**config.mk**
```make
export PLATFORM = sky130hd
export DESIGN_NAME = lsr_issue_wb
export DESIGN_NICKNAME = d
export VERILOG_FILES = /design/src/rtl/lsr_issue_wb.sv
export SDC_FILE = /design/constraint.sdc
export NUM_CORES = 1
export LEC_CHECK = 0
export ABC_CLOCK_PERIOD_IN_PS = 2200
export CAP_MARGIN = 10
export CORE_AREA = 2 2 197 238
export CTS_CLUSTER_DIAMETER = 200
export DETAILED_ROUTE_END_ITERATION = 10
export DIE_AREA = 0 0 199 240
export PLACE_DENSITY = 0.68
export SKIP_CTS_REPAIR_TIMING = 1
export SYNTH_ARGS = -nofsm -noshare
export SYNTH_HDL_FRONTEND = slang
export SYNTH_SLANG_ARGS = --single-unit
```
**constraint.sdc**
```tcl
create_clock -name i_clk -period 2.2 [get_ports i_clk]
set_input_delay 0.22 -clock i_clk [delete_from_list [all_inputs] [get_ports i_clk]]
set_output_delay 0.22 -clock i_clk [all_outputs]
set_load 0.05 [all_outputs]
```
**src/rtl/lsr_issue_wb.sv**
```systemverilog
// lsr_issue_wb: decodes LSR imm/reg, feeds the external ALU from a one-deep E stage,
// fixes up the ALU's out-of-range shift results and commits Rd plus NZC.
module lsr_issue_wb #(
   parameter logic [31:0]         RF_RESET       = 32'h0,
   parameter int                  ALU_OP_LEN     = 4,
   parameter logic [ALU_OP_LEN:0] ALU_OP_NOP     = '0,
   parameter logic [ALU_OP_LEN:0] ALU_OP_LSR_IMM = (ALU_OP_LEN+1)'(1),
   parameter logic [ALU_OP_LEN:0] ALU_OP_LSR_REG = (ALU_OP_LEN+1)'(2)
) (
   input  logic                  i_clk,
   input  logic                  i_rst_n,
   input  logic [15:0]           i_instr,
   input  logic                  i_instr_valid,
   output logic                  o_instr_ready,
   output logic [ALU_OP_LEN:0]   o_alu_op,
   output logic [31:0]           o_alu_rm,
   output logic [31:0]           o_alu_rs,
   output logic [31:0]           o_alu_rd,
   output logic [4:0]            o_alu_imm5,
   output logic                  o_alu_c,
   output logic                  o_alu_z,
   output logic                  o_alu_n,
   output logic                  o_alu_v,
   input  logic [31:0]           i_alu_rd,
   input  logic                  i_alu_c,
   input  logic                  i_alu_z,
   input  logic                  i_alu_n,
   input  logic [2:0]            i_dbg_addr,
   output logic [31:0]           o_dbg_data,
   output logic [3:0]            o_apsr,
   output logic                  o_fault
);
   typedef enum logic {RUN, FAULT} state_t;
   state_t      state;
   logic [31:0] rf [8];
   logic [3:0]  nzcv;
   logic        e_valid, e_imm;
   logic [31:0] e_rm, e_rd;
   logic [7:0]  e_sh;
   logic [2:0]  e_idx;
   logic        is_imm, is_reg, accept, lo, hi, c_n, z_n, n_n;
   logic [31:0] res, va, vb;
   always_comb begin
      is_imm = i_instr[15:11] == 5'b00001;
      is_reg = i_instr[15:6] == 10'b0100000011;
      accept = i_instr_valid && state == RUN;
      lo     = e_sh == 8'd0;
      hi     = e_sh >= 8'd32;
      res    = lo ? e_rm : hi ? 32'd0 : i_alu_rd;
      c_n    = lo ? nzcv[1] : hi ? (e_sh == 8'd32 && e_rm[31]) : i_alu_c;
      z_n    = lo ? (e_rm == 32'd0) : hi | i_alu_z;
      n_n    = lo ? e_rm[31] : !hi && i_alu_n;
      // a result still in E is newer than the array copy
      va     = (e_valid && e_idx == i_instr[5:3]) ? res : rf[i_instr[5:3]];
      vb     = (e_valid && e_idx == i_instr[2:0]) ? res : rf[i_instr[2:0]];
   end
   always_ff @(posedge i_clk or negedge i_rst_n) begin
      if (!i_rst_n) begin
         state   <= RUN;
         e_valid <= 1'b0;
         e_imm   <= 1'b0;
         e_rm    <= '0;
         e_rd    <= '0;
         e_sh    <= '0;
         e_idx   <= '0;
         nzcv    <= '0;
         for (int i = 0; i < 8; i++) rf[i] <= RF_RESET;
      end else begin
         e_valid <= accept && (is_imm || is_reg);
         if (accept && !(is_imm || is_reg)) state <= FAULT;
         if (accept && (is_imm || is_reg)) begin
            e_rm  <= is_imm ? va : vb;
            e_rd  <= vb;
            // imm5 of zero encodes a 32-bit shift, issued through the register form
            e_sh  <= !is_imm ? va[7:0] : i_instr[10:6] == 5'd0 ? 8'd32 : {3'b0, i_instr[10:6]};
            e_imm <= is_imm && i_instr[10:6] != 5'd0;
            e_idx <= i_instr[2:0];
         end
         if (e_valid) begin
            rf[e_idx] <= res;
            nzcv[3:1] <= {n_n, z_n, c_n};
         end
      end
   end
   assign o_instr_ready = state == RUN;
   assign o_fault       = state == FAULT;
   assign o_alu_op      = !e_valid ? ALU_OP_NOP : e_imm ? ALU_OP_LSR_IMM : ALU_OP_LSR_REG;
   assign o_alu_rm      = e_valid ? e_rm : 32'd0;
   assign o_alu_rd      = e_valid ? e_rd : 32'd0;
   assign o_alu_rs      = (e_valid && !e_imm) ? {24'd0, e_sh} : 32'd0;
   assign o_alu_imm5    = (e_valid && e_imm) ? e_sh[4:0] : 5'd0;
   assign {o_alu_n, o_alu_z, o_alu_c, o_alu_v} = nzcv;
   assign o_apsr        = nzcv;
   assign o_dbg_data    = rf[i_dbg_addr];
endmodule
```
== Yosys cells after proc, flatten, opt, wreduce, memory -nomap -nowiden ==
Cells that the tools add are included.
Word-level totals
  register bits: 337
  output and inout port bits: 148
  bits of input ports: 57
  word-level logic and storage cells: 83
Operators by class
  $lt $le $gt $ge: 6
  mux-type cells: 28
  reductions and logical operators: 20
  bitwise gates (word level): 7
  equality and inequality tests: 5
Operators by type and width (count)
  2-to-1 mux 32 bit: 14
  binary-select mux 32 bit (select 3 bit): 3
  bitwise mux 256 bit: 1
  demux 32 bit (select 3 bit): 1
  logical NOT 32 bit: 1
  >= comparator 4 bit, second input constant: 4
  2-to-1 mux 8 bit: 2
  inverter 3 -> 4 bit: 4
  logical AND 1 bit: 11
  equality test 10 x 9 -> 1 bit, second input constant: 1
  equality test 8 x 6 -> 1 bit, second input constant: 1
  >= comparator 8 x 6 -> 1 bit, second input constant: 1
  logical NOT 8 bit: 1
  equality test 3 bit: 2
  2-to-1 mux 6 bit: 1
  equality test 5 x 1 -> 1 bit, second input constant: 1
  logical NOT 5 bit: 1
  2-to-1 mux 5 bit: 1
  nonzero test 5 bit: 1
  < comparator 4 x 1 -> 1 bit, second input constant: 1
  2-to-1 mux 2 bit: 2
  logical NOT 1 bit: 3
  2-to-1 mux 1 bit: 3
  inverter 1 bit: 2
  other kinds (3): 3

== Logic depth before layout (Yosys ltp) ==
  word-level depth: 6
  mapped depth: 8
  depth with buffers taken out: 5

== Least setup slack after synthesis ==
Ideal clock, no wire load.
  path type: register to register
  start point: reg state, in the netlist o_fault
  end point: reg e_idx[0]
  stages on the path, launching flop included: 7
  setup time: 0.125 ns
  data required time: 2.075 ns
  path buffers: 2
  clock period less this slack: 2.367 ns
  setup slack: -0.167 ns
  data arrival time: 2.242 ns
  cell sequence: dfrtp_1 > inv_1 > nand3_1 > nand2b_1 > clkbuf_1 > clkbuf_1 > mux2_2
Between the ends
  cells in the longest elaborated chain, start to end: 3
RTL lines
  start: declaration: line 34  | state_t state;
  start signal: assignment: line 59  | state <= RUN;
  start signal: assignment: line 70  | if (accept && !(is_imm || is_reg)) state <= FAULT;
  inverter 1 bit
  via o_instr_ready: line 14  | output logic o_instr_ready,
  logical AND 1 bit: line 46  | accept = i_instr_valid && state == RUN;
  logical AND 1 bit: line 71  | if (accept && (is_imm || is_reg)) begin
  end signal: assignment: line 77  | e_idx <= i_instr[2:0];
  end: declaration: line 40  | logic [2:0] e_idx;
The timed path passes the listed nets, and every way through them passes these cells.
A chain may end at the register's enable or synchronous reset.

== Worst setup path after layout ==
  start point: reg e_sh[1]
  end point: reg e_rm[23]
Between the ends
  cells in the longest elaborated chain, start to end: 5
  elaborated cells on any way between the ends: 7
  classes of those cells: order compare: 1; mux: 5; reduce/logical: 1
RTL lines
  start: declaration: line 39  | logic [7:0] e_sh;
  start signal: assignment: line 75  | e_sh <= !is_imm ? va[7:0] : i_instr[10:6] == 5'd0 ? 8'd32 : {3'b0, i_instr[10:6]};
  >= comparator 8 x 6 -> 1 bit: line 48  | hi = e_sh >= 8'd32;
  2-to-1 mux 32 bit: line 49  | res = lo ? e_rm : hi ? 32'd0 : i_alu_rd;
  2-to-1 mux 32 bit (*): line 49
  2-to-1 mux 32 bit (on tied branches): line 55, 54
  2-to-1 mux 32 bit (*): line 72  | e_rm <= is_imm ? va : vb;
  end signal: assignment: line 72
  end: declaration: line 38  | logic [31:0] e_rm, e_rd;
Mark *: on every way between the ends. The rest lies on a longest branch, timed or not.

==> out/results.ini <==
[run_status]
outcome=finished with violations
violations=negative setup slack

[setup_path]
cp-start-kind=flip-flop
r2r_cells=7
crit_start=e_sh[1]$_DFFE_PN0P_
path_cells=or4_4, nor2_8, buf_12, clkbuf_16, mux2_4, mux2_4, o211ai_1
slowest_stage=or4_4
cpPeakStageDelay_ns=0.56
crit_top_cell=mux2_4
crit_required_ns=2.65
worstSetupEndpointType=flip-flop
reg2reg_from=e_sh[1]$_DFFE_PN0P_
arrival_ns=2.75
cp_max_fo=5
critPathKind=reg2reg

[timing]
finalMaxSlewViolations=0
fin_crit_sh=1.044
fin_skew_ns=0.01798
setup_slack_ns=-0.09773
tightest_slew_ns=0.5864
setup_viol=37
max_freq_mhz=435.2
period_needed_ns=2.298
rsz0062_at_grt=yes
max_slew_margin=0.6091
final_hold_viol_count=0

[global_routing]
grt_first_pass_wirelength_mm=96.14
grt_max_degree=77
grt.overflow.total=0
grt_pass1_vias=16417
antenna_found_initial=1
grt_usage=0.2635

[yosys]
ys_top_cells_by_area=dfrtp_1 41%, mux4_2 20%, mux2_2 7.8%
synth_top_area_frac=0.4149
synth_area_per_cell_um2=11.03
syn_inst=1843
yosysTopAreaCell=dfrtp_1
ys_seq_elements=337
synth_common_cells=393 x nand2_1, 337 x dfrtp_1, 295 x o21ai_0, 176 x mux4_2, 141 x mux2_2
synth_cell_types=45
synth_warnings=1
async_flop_share=1.000
synth-edff-count=0
synth.most_common_cell=nand2_1
ys_seq_area_frac=0.4149
netlist_area_um2=20320
synth_flop_cell=dfrtp_1

[finish]
finalNonFillerCells=2710
antenna_cells=0
nNetsFinal=2128
drive_gt1_frac=0.3500
syn_to_final_growth_pct=24.10

[detailed_routing]
dr.pass1.iters=6
vias=16340
wl_per_cell_um=23.35
postRouteAntennaNets=0
drcViolationCount=0
vias_per_cell=6.030
wl_mm=63.29
dr.first_iter.drc_count=1377

[clocking]
cts_made_buffers=36
cts_tree=built
clock_tree.buffer_depth=3
htreeDepth=2
ctsRootBufferMaster=clkbuf_16
clk_latency_ns=0.54
path_clk_slew_ns=0.06
clock-sinks=337

[placed_design]
finalWeightedCongestion=0.8925
place_ws_ns=-0.1778
placed_cells=2622
dp_hpwl_mm=42.62
port_buffers=175

[pwr]
cellPowerDensity_nw_per_um2=527.7
peakVddDrop_uv=492.1
leakage_nw=11.15

[floorplanning]
ios=205
die_y_um=240
initial_utilization=0.4465
core_um2=45520
die_area_um2=47760
die_width_um=199
rows=86

[min_path]
hp-class=in2reg
worstHoldPathCells=2
worstHoldStart=i_instr[0]

[job]
max-cap-violations=0

## final cells by class
class | instances | area, µm²
Tap cell | 616 | 770.7
Sequential cell | 337 | 8436
Multi-Input combinational cell | 1337 | 11390
Timing Repair Buffer | 356 | 3443
Fill cell | 3835 | 20300
Clock inverter | 11 | 142.6
Inverter | 3 | 15.01
Clock buffer | 50 | 1025
## layout by cell type (no fill, tap or decap), types with 33 or more instances in the layout
cell type and instances:
buf_4 236, mux4_2 176, mux2i_1 61, o21ai_2 33
and2_1 74, nand2_1 390, clkbuf_16 41, a22oi_1 40
o21ai_0 155, mux2_4 52, dfrtp_1 335, o21ai_1 106
mux2_2 99, buf_12 39, clkdlybuf4s50_1 55
## power by group
part	internal [mW]	leakage (nW)	switching [mW]
Sequential	6.20	3.35	0.00117
Combinational	0.354	7.23	0.590
Clock	3.61	0.569	2.56
Total	10.2	11.1	3.15
## layer usage
metal  vias to the layer above  routed length [µm]  track usage
li1                       7161                   -            -
met1                      8202               24980       0.3420
met3                       159                4876      0.04054
met4                         2                2523       0.1110
met5                         -                  13            0
met2                       816               30890       0.4411
## through the flow
stage	power [mW]	cell area [µm²]	setup TNS [ns]	hold WS (ns)	utilization
finish	13.31	25220	-1.893	0.1399	0.5541
global route	13.69	25220	-4.356	0.1681	0.5541
CTS	13.39	24490	-6.917	-0.4115	0.5382
detailed placement	7.256	23330	-4.233	0.1674	0.5125
global placement	7.248	23330	-4.544	0.1634	0.5125
floorplan	6.844	20430	0	-0.07559	-
## registers in the layout, indices dropped and copies added (netlist names)
signal and count:
e_rd 32, rf 256, e_sh 8, e_rm 32, o_alu_n 1, o_fault 1
o_alu_c 1, e_valid 1, o_alu_z 1, e_imm 1, e_idx 3
## logic make-up (layout without fill, tap and decap cells)
family	count (synthesis)	in the layout	synth area share
DFF	337	337	0.4149
other	1	29	0.0001845
and+or+nand+nor	514	514	0.1107
AOI/OAI and AO/OA	400	400	0.1112
xor gates and xnor gates	6	6	0.002586
buffers and inverters	197	420	0.04974
muxes	388	388	0.3106
## critical path: cells and delay by family, from the launching register on
kind                   cells  cell delay, ns
AOI/OAI and AO/OA          1            0.17
buffers and inverters      2            0.32
DFF                        1            0.39
muxes                      2            0.60
and+or+nand+nor            2            0.72
## final timing paths
check	end	slack, ns
setup / recovery	e_rm[23]$_DFFE_PN0P_	-0.1
hold / removal	e_idx[0]$_DFFE_PN0P_	0.14
setup reg to reg	e_rm[23]$_DFFE_PN0P_	-0.1
hold reg to reg	e_rd[30]$_DFFE_PN0P_	0.47
max in group asynchronous	e_sh[5]$_DFFE_PN0P_	1.15
min in group asynchronous	rf[140]$_DFFE_PN0P_	0.19
Note: power is estimated with default switching activity, not from simulation.
